[config.mk]
export PLATFORM = sky130hd
export DESIGN_NAME = fft_frame_loader_flat
export DESIGN_NICKNAME = d
export VERILOG_FILES = /design/src/rtl/fft_pkg.sv /design/src/rtl/fft_frame_loader_if.sv /design/src/rtl/fft_frame_loader_bitrev.sv /design/src/rtl/fft_frame_loader.sv /design/src/flat_wrapper.sv
export SDC_FILE = /design/constraint.sdc
export NUM_CORES = 1
export LEC_CHECK = 0
export CORE_ASPECT_RATIO = 0.75
export CORE_MARGIN = 4
export CORE_UTILIZATION = 62
export DETAILED_ROUTE_END_ITERATION = 8
export DONT_BUFFER_PORTS = 1
export GPL_TIMING_DRIVEN = 0
export PLACE_DENSITY = 0.87
export SLEW_MARGIN = 20
export SYNTH_ARGS = -nofsm -noshare
export SYNTH_HDL_FRONTEND = slang
export SYNTH_SLANG_ARGS = --single-unit
[constraint.sdc]
create_clock -name clk_i -period 2.5 [get_ports clk_i]
set_input_delay 0.375 -clock clk_i [delete_from_list [all_inputs] [get_ports clk_i]]
set_output_delay 0.375 -clock clk_i [all_outputs]
set_load 0.05 [all_outputs]
[src/rtl/fft_pkg.sv]
// Shared definitions for the FFT sample path: loader state encoding and
// frame bookkeeping constants.
package fft_pkg;

    typedef enum logic [1:0] {
        S_IDLE  = 2'd0,
        S_LOAD  = 2'd1,
        S_FLUSH = 2'd2,
        S_READY = 2'd3
    } loader_state_e;

    localparam int FRAMES_DONE_W = 16;

    function automatic int unsigned frame_len(input int unsigned log2);
        return 32'd1 << log2;
    endfunction

endpackage

[src/rtl/fft_frame_loader_if.sv]
// Loader bus: FIFO read side, frame RAM write port and the frame handoff to
// the FFT engine. master = loader, slave = FIFO/RAM/engine side.
interface fft_frame_loader_if #(
    parameter int SAMPLE_WIDTH = 8,
    parameter int FRAME_LOG2   = 8
);
    logic [SAMPLE_WIDTH-1:0] fifo_dout;
    logic                    fifo_empty;
    logic                    fifo_rd_en;
    logic                    mem_we;
    logic [FRAME_LOG2-1:0]   mem_addr;
    logic [SAMPLE_WIDTH-1:0] mem_wdata;
    logic                    frame_ready;
    logic                    frame_ack;

    modport master (
        input  fifo_dout, fifo_empty, frame_ack,
        output fifo_rd_en, mem_we, mem_addr, mem_wdata, frame_ready
    );

    modport slave (
        output fifo_dout, fifo_empty, frame_ack,
        input  fifo_rd_en, mem_we, mem_addr, mem_wdata, frame_ready
    );
endinterface

[src/rtl/fft_frame_loader_bitrev.sv]
// Combinational bit reversal of a frame RAM address. Compiled only when
// FFT_LOADER_BITREV_EN is defined, since only then is it instantiated.
`ifdef FFT_LOADER_BITREV_EN
module bitrev_addr #(
    parameter int WIDTH = 8
) (
    input  logic [WIDTH-1:0] addr_i,
    output logic [WIDTH-1:0] addr_o
);
    for (genvar i = 0; i < WIDTH; i++) begin : g_rev
        assign addr_o[i] = addr_i[WIDTH-1-i];
    end
endmodule
`endif

[src/rtl/fft_frame_loader.sv]
// Pops samples from the FWFT FIFO into the FFT frame RAM, then hands the full
// frame to the FFT engine. FFT_LOADER_BITREV_EN selects bit-reversed addressing.
//
// state   | meaning
// IDLE    | waiting for enable; sample counter cleared
// LOAD    | popping one sample per non-empty cycle into the RAM
// FLUSH   | last RAM write on the bus
// READY   | frame resident, waiting for frame_ack
module fft_frame_loader
    import fft_pkg::*;
#(
    parameter int SAMPLE_WIDTH = 8,
    parameter int FRAME_LOG2   = 8
) (
    input  logic                     clk_i,
    input  logic                     rst_i,
    input  logic                     enable_i,
    output logic [FRAMES_DONE_W-1:0] frames_done_o,
    fft_frame_loader_if.master       bus
);
    localparam int                 CNT_W    = FRAME_LOG2 + 1;
    localparam int unsigned        N        = frame_len(FRAME_LOG2);
    localparam logic [CNT_W-1:0]   CNT_LAST = CNT_W'(N - 1);

    loader_state_e               state_q, state_d;
    logic [CNT_W-1:0]            cnt_q, cnt_d;
    logic                        mem_we_q, mem_we_d;
    logic [FRAME_LOG2-1:0]       mem_addr_q, mem_addr_d;
    logic [SAMPLE_WIDTH-1:0]     mem_wdata_q, mem_wdata_d;
    logic                        frame_ready_q, frame_ready_d;
    logic [FRAMES_DONE_W-1:0]    frames_done_q, frames_done_d;
    logic [FRAME_LOG2-1:0]       wr_addr;
    logic                        pop;

`ifdef FFT_LOADER_BITREV_EN
    bitrev_addr #(.WIDTH(FRAME_LOG2)) u_bitrev (
        .addr_i (cnt_q[FRAME_LOG2-1:0]),
        .addr_o (wr_addr)
    );
`else
    assign wr_addr = cnt_q[FRAME_LOG2-1:0];
`endif

    assign pop            = (state_q == S_LOAD) && !bus.fifo_empty;
    assign bus.fifo_rd_en = pop;
    assign bus.mem_we     = mem_we_q;
    assign bus.mem_addr   = mem_addr_q;
    assign bus.mem_wdata  = mem_wdata_q;
    assign bus.frame_ready = frame_ready_q;
    assign frames_done_o  = frames_done_q;

    always_ff @(posedge clk_i or posedge rst_i) begin
        if (rst_i) begin
            state_q       <= S_IDLE;
            cnt_q         <= '0;
            mem_we_q      <= 1'b0;
            mem_addr_q    <= '0;
            mem_wdata_q   <= '0;
            frame_ready_q <= 1'b0;
            frames_done_q <= '0;
        end else begin
            state_q       <= state_d;
            cnt_q         <= cnt_d;
            mem_we_q      <= mem_we_d;
            mem_addr_q    <= mem_addr_d;
            mem_wdata_q   <= mem_wdata_d;
            frame_ready_q <= frame_ready_d;
            frames_done_q <= frames_done_d;
        end
    end

    always_comb begin
        state_d       = state_q;
        cnt_d         = cnt_q;
        mem_we_d      = 1'b0;
        mem_addr_d    = mem_addr_q;
        mem_wdata_d   = mem_wdata_q;
        frames_done_d = frames_done_q;

        case (state_q)
            S_IDLE: begin
                cnt_d = '0;
                if (enable_i) state_d = S_LOAD;
            end
            S_LOAD: begin
                // an empty FIFO simply stalls here with the counter held
                if (pop) begin
                    mem_we_d    = 1'b1;
                    mem_addr_d  = wr_addr;
                    mem_wdata_d = bus.fifo_dout;
                    cnt_d       = cnt_q + CNT_W'(1);
                    if (cnt_q == CNT_LAST) state_d = S_FLUSH;
                end
            end
            S_FLUSH: begin
                state_d = S_READY;
            end
            S_READY: begin
                cnt_d = '0;
                if (bus.frame_ack) begin
                    frames_done_d = frames_done_q + FRAMES_DONE_W'(1);
                    state_d       = enable_i ? S_LOAD : S_IDLE;
                end
            end
            default: begin
                state_d = S_IDLE;
            end
        endcase

        frame_ready_d = (state_d == S_READY);
    end

endmodule

[src/flat_wrapper.sv]
// flat-port wrapper written by rule: the top's interface ports become plain ports
module fft_frame_loader_flat import fft_pkg::*;
#(
    parameter int SAMPLE_WIDTH = 8,
    parameter int FRAME_LOG2   = 8
)
  (clk_i, rst_i, enable_i, frames_done_o, bus_fifo_dout, bus_fifo_empty, bus_frame_ack, bus_fifo_rd_en, bus_mem_we, bus_mem_addr, bus_mem_wdata, bus_frame_ready);
  fft_frame_loader_if #(.SAMPLE_WIDTH(SAMPLE_WIDTH), .FRAME_LOG2(FRAME_LOG2)) bus_i ();
  input  logic clk_i;
  input  logic rst_i;
  input  logic enable_i;
  output logic [FRAMES_DONE_W-1:0] frames_done_o;
  input wire logic [$bits(bus_i.fifo_dout)-1:0] bus_fifo_dout;
  input wire logic [$bits(bus_i.fifo_empty)-1:0] bus_fifo_empty;
  input wire logic [$bits(bus_i.frame_ack)-1:0] bus_frame_ack;
  output wire logic [$bits(bus_i.fifo_rd_en)-1:0] bus_fifo_rd_en;
  output wire logic [$bits(bus_i.mem_we)-1:0] bus_mem_we;
  output wire logic [$bits(bus_i.mem_addr)-1:0] bus_mem_addr;
  output wire logic [$bits(bus_i.mem_wdata)-1:0] bus_mem_wdata;
  output wire logic [$bits(bus_i.frame_ready)-1:0] bus_frame_ready;
  assign bus_i.fifo_dout = bus_fifo_dout;
  assign bus_i.fifo_empty = bus_fifo_empty;
  assign bus_i.frame_ack = bus_frame_ack;
  assign bus_fifo_rd_en = bus_i.fifo_rd_en;
  assign bus_mem_we = bus_i.mem_we;
  assign bus_mem_addr = bus_i.mem_addr;
  assign bus_mem_wdata = bus_i.mem_wdata;
  assign bus_frame_ready = bus_i.frame_ready;
  fft_frame_loader #(.SAMPLE_WIDTH(SAMPLE_WIDTH), .FRAME_LOG2(FRAME_LOG2)) u_core (.clk_i(clk_i), .rst_i(rst_i), .enable_i(enable_i), .frames_done_o(frames_done_o), .bus(bus_i));
endmodule
==> out/qor.yml <==
finalSetupViolations: 0
critPathMaxFanout: 10
gp_congestion: 0.750
number_of_distinct_library_cells_after_synthesis: 27
synth-seq-area-share_pct: 55.5
most-common-layout-cells: "sky130_fd_sc_hd__dfrtp_1, sky130_fd_sc_hd__mux2_2, sky130_fd_sc_hd__nand2_1, sky130_fd_sc_hd__xnor2_1, sky130_fd_sc_hd__nor2_1"
async_set_or_reset_flop_fraction_in_the_synthesized_netlist_pct: 100
number_of_buffers_inserted_during_clock_tree_synthesis: 5
max_slew.worst_pin.slew_ps: 959
synth_largest_area_cell: "sky130_fd_sc_hd__dfrtp_1"
synth.ff_latch_count: 45
worst_setup_startpoint: "u_core.state_q[1]$_DFF_PP0_"
route.final.wire_length_um: 3590
p_comb_share_pct: 20.5
fp-row-count: 17
numClockSinks: 45
die_h_um: 57.5
r2r_startpoint: "u_core.frames_done_o[1]$_DFFE_PP0P_"
max_clock_freq_ghz: 0.449
final.fill_count: 211
ctsHtreeMaxLevel: 2
max_cap_violations: 0
post-synth-top-area-fraction_pct: 55.5
global_route_usage_over_all_layers_pct: 19.4
cts_tree: "built"
grt_first_pass_wirelength_um: 6350
place.detailed.hpwl_um: 2680
post-route-period-util_pct: 89.1
global_route.overflow_total: 0
power.sequential.fraction_pct: 58.4
clk_pin_slew_worst_paths_ps: 90
net-switching-power_uw: 864
fp.dieArea_um2: 4260
worstHoldStart: "bus_fifo_dout[4]"
antenna_violations_before_repair: 0
power.ir.vdd_worst_mv: 0.804
drcViolationCount: 0
layout.core_utilization_pct: 72.4
grt_start_max_net_pins: 24
commonest_non_fill_non_tap_cell_in_the_layout: "sky130_fd_sc_hd__dfrtp_1"
synth.avg_cell_area_um2: 11.7
cts.repair_timing.setup_buffer_count: 0
core_region_area_um2: 3040
netlist_area_um2: 2030
run_status: "complete, no violations"
dr_total_vias: 1304
num_antenna_cells: 0
fin_crit_ps: 2230
tns_ps: 0
synth-main-ff-cell: "sky130_fd_sc_hd__dfrtp_1"
switching_share_pct: 41.3
ctsLongestPathBuffers: 2
internal_power_mw: 1.23
wire_per_inst_um: 16.2
endpoint_kind: "output port"
cp_data_required_time_ps: 2120
die_w_um: 74.0
nNetsFinal: 203
clockPowerShare_pct: 21.1
synth.yosys.warnings: 0
final_max_slew_viol_count: 0
areaGrowthSynthToFinish_pct: 8.64
synth_top_cells_by_area: "sky130_fd_sc_hd__dfrtp_1, sky130_fd_sc_hd__mux2_2, sky130_fd_sc_hd__xnor2_1, sky130_fd_sc_hd__ha_1, sky130_fd_sc_hd__nand2_1"
clk_root_buffer_cell: "sky130_fd_sc_hd__clkbuf_8"
drtAntennaViolNets: 0
rsz0062_at_grt: "no"
critical_path.startpoint_type: "flip-flop"
timing_hold_violations_final: 0
io-pin-count: 48
synth_cells: 174
viasPerCell: 5.87
share_of_post_route_cells_with_drive_strength_above_1_pct: 18.5
firstDrtPassIters: 4
port-buffer-count: 0
max_slew_margin_pct: 35.9
synth_edf_count: 0
number_of_global_route_vias_before_repair: 1384
p_leak_nw: 1.02
crit_type: "flip-flop to output port"
critical_path_arrival_ps: 1850
clock_skew_ps: 13.2
hold_path_class: "input port to flip-flop"
power-per-cell-area_nw_per_um2: 950
synth_fp_nets: 194
clkLatencyLatePin_ps: 300
start_util_pct: 66.7
drtIter0Drc: 95
==> cells in the mapped netlist, types with 2 or more instances <==
cell	instances
sky130_fd_sc_hd__dfrtp_1	45
sky130_fd_sc_hd__mux2_2	17
sky130_fd_sc_hd__nand2_1	17
sky130_fd_sc_hd__xnor2_1	16
sky130_fd_sc_hd__nor2_1	10
sky130_fd_sc_hd__inv_1	8
sky130_fd_sc_hd__nand3_1	8
sky130_fd_sc_hd__ha_1	7
sky130_fd_sc_hd__nand4_1	7
sky130_fd_sc_hd__nor3_1	7
sky130_fd_sc_hd__o21ai_0	5
sky130_fd_sc_hd__a21oi_1	4
sky130_fd_sc_hd__xor2_1	3
sky130_fd_sc_hd__a21boi_0	2
sky130_fd_sc_hd__a32o_1	2
sky130_fd_sc_hd__and3_1	2
sky130_fd_sc_hd__buf_2	2
sky130_fd_sc_hd__buf_6	2
sky130_fd_sc_hd__nor2b_1	2
==> routing by layer <==
metal | wire, um | GRT usage, %
met2 | 1740 | 30.4
met4 | 39 | 6.72
met3 | 309 | 7.75
met1 | 1510 | 24.2
met5 | 0 | 0
==> worst max-delay path: stages, from the launching register on <==
cell and delay (ps):
sky130_fd_sc_hd__dfrtp_1 420, sky130_fd_sc_hd__inv_1 90, sky130_fd_sc_hd__ha_1 150, sky130_fd_sc_hd__buf_6 130, sky130_fd_sc_hd__nor2b_1 770
==> logic make-up (layout without fill, tap and decap cells) <==
kind of cell | Yosys count | after routing | synth area share (%)
simple gates | 56 | 56 | 13.4
flops | 45 | 45 | 55.5
xor+xnor | 19 | 19 | 8.20
mux | 18 | 18 | 10.2
compound gates | 16 | 16 | 5.06
buf+inv | 13 | 23 | 3.33
fa+ha+maj | 7 | 7 | 4.32
==> registers in the layout (all words and copies together) (netlist names) <==
signal,count
u_core.state_q,2
u_core.bus.mem_we,1
u_core.cnt_q,9
u_core.frames_done_o,16
u_core.bus.mem_addr,8
u_core.bus.mem_wdata,8
u_core.bus.frame_ready,1
==> layout make-up <==
type                    count  area, um^2  area share (%)
clock buffers               5        68.8            3.12
well taps                  38        47.5            2.16
clock inverters             3        21.3           0.965
plain buffers               5        37.5            1.70
multi-input cells         116         835            37.9
repair buffers              2        37.5            1.70
flip-flops and latches     45        1130            51.1
inverters                   8        30.0            1.36
==> per-stage QoR <==
| step | cell area, um^2 | setup slack, ps | std cells | total power, mW | hold slack, ps |
|---|---|---|---|---|---|
| 3_3_place_gp | 2080 | 624 | 212 | 1.63 | 476 |
| 2_1_floorplan | 2030 | 672 | 174 | 1.57 | 466 |
| 6_report | 2200 | 272 | 222 | 2.09 | 224 |
| 5_1_grt | 2200 | 176 | 222 | 2.23 | 211 |
| 3_5_place_dp | 2100 | 558 | 213 | 1.67 | 321 |
| 4_1_cts | 2200 | 262 | 222 | 2.11 | 219 |
==> power by group through the flow <==
stage / logic, mW / clock network (mW) / registers (mW)
floorplan: 0.357 / 0 / 1.21
global placement: 0.398 / 0 / 1.23
detailed placement: 0.430 / 0 / 1.24
CTS: 0.435 / 0.455 / 1.22
global route: 0.487 / 0.497 / 1.24
finish: 0.430 / 0.441 / 1.22
==> worst paths after layout <==
kind	end	slack, ps	depth (start not counted)
max in group asynchronous	u_core.frames_done_o[1]$_DFFE_PP0P_	1440	3
worst max register to register	u_core.frames_done_o[6]$_DFFE_PP0P_	530	5
worst min-delay path	u_core.bus.mem_wdata[4]$_DFFE_PP0P_	220	1
min in group asynchronous	u_core.bus.mem_wdata[4]$_DFFE_PP0P_	570	2
worst max-delay path	bus_fifo_rd_en	270	4
worst min register to register	u_core.cnt_q[8]$_DFFE_PP0P_	510	1
==> repair_timing <==
| item | CTS | global route |
|---|---|---|
| gates resized for setup | 0 | 0 |
| endpoints found under the hold margin | 18 | 0 |
| hold buffers | 1 | 0 |
Power figures use the tool's default switching activity.
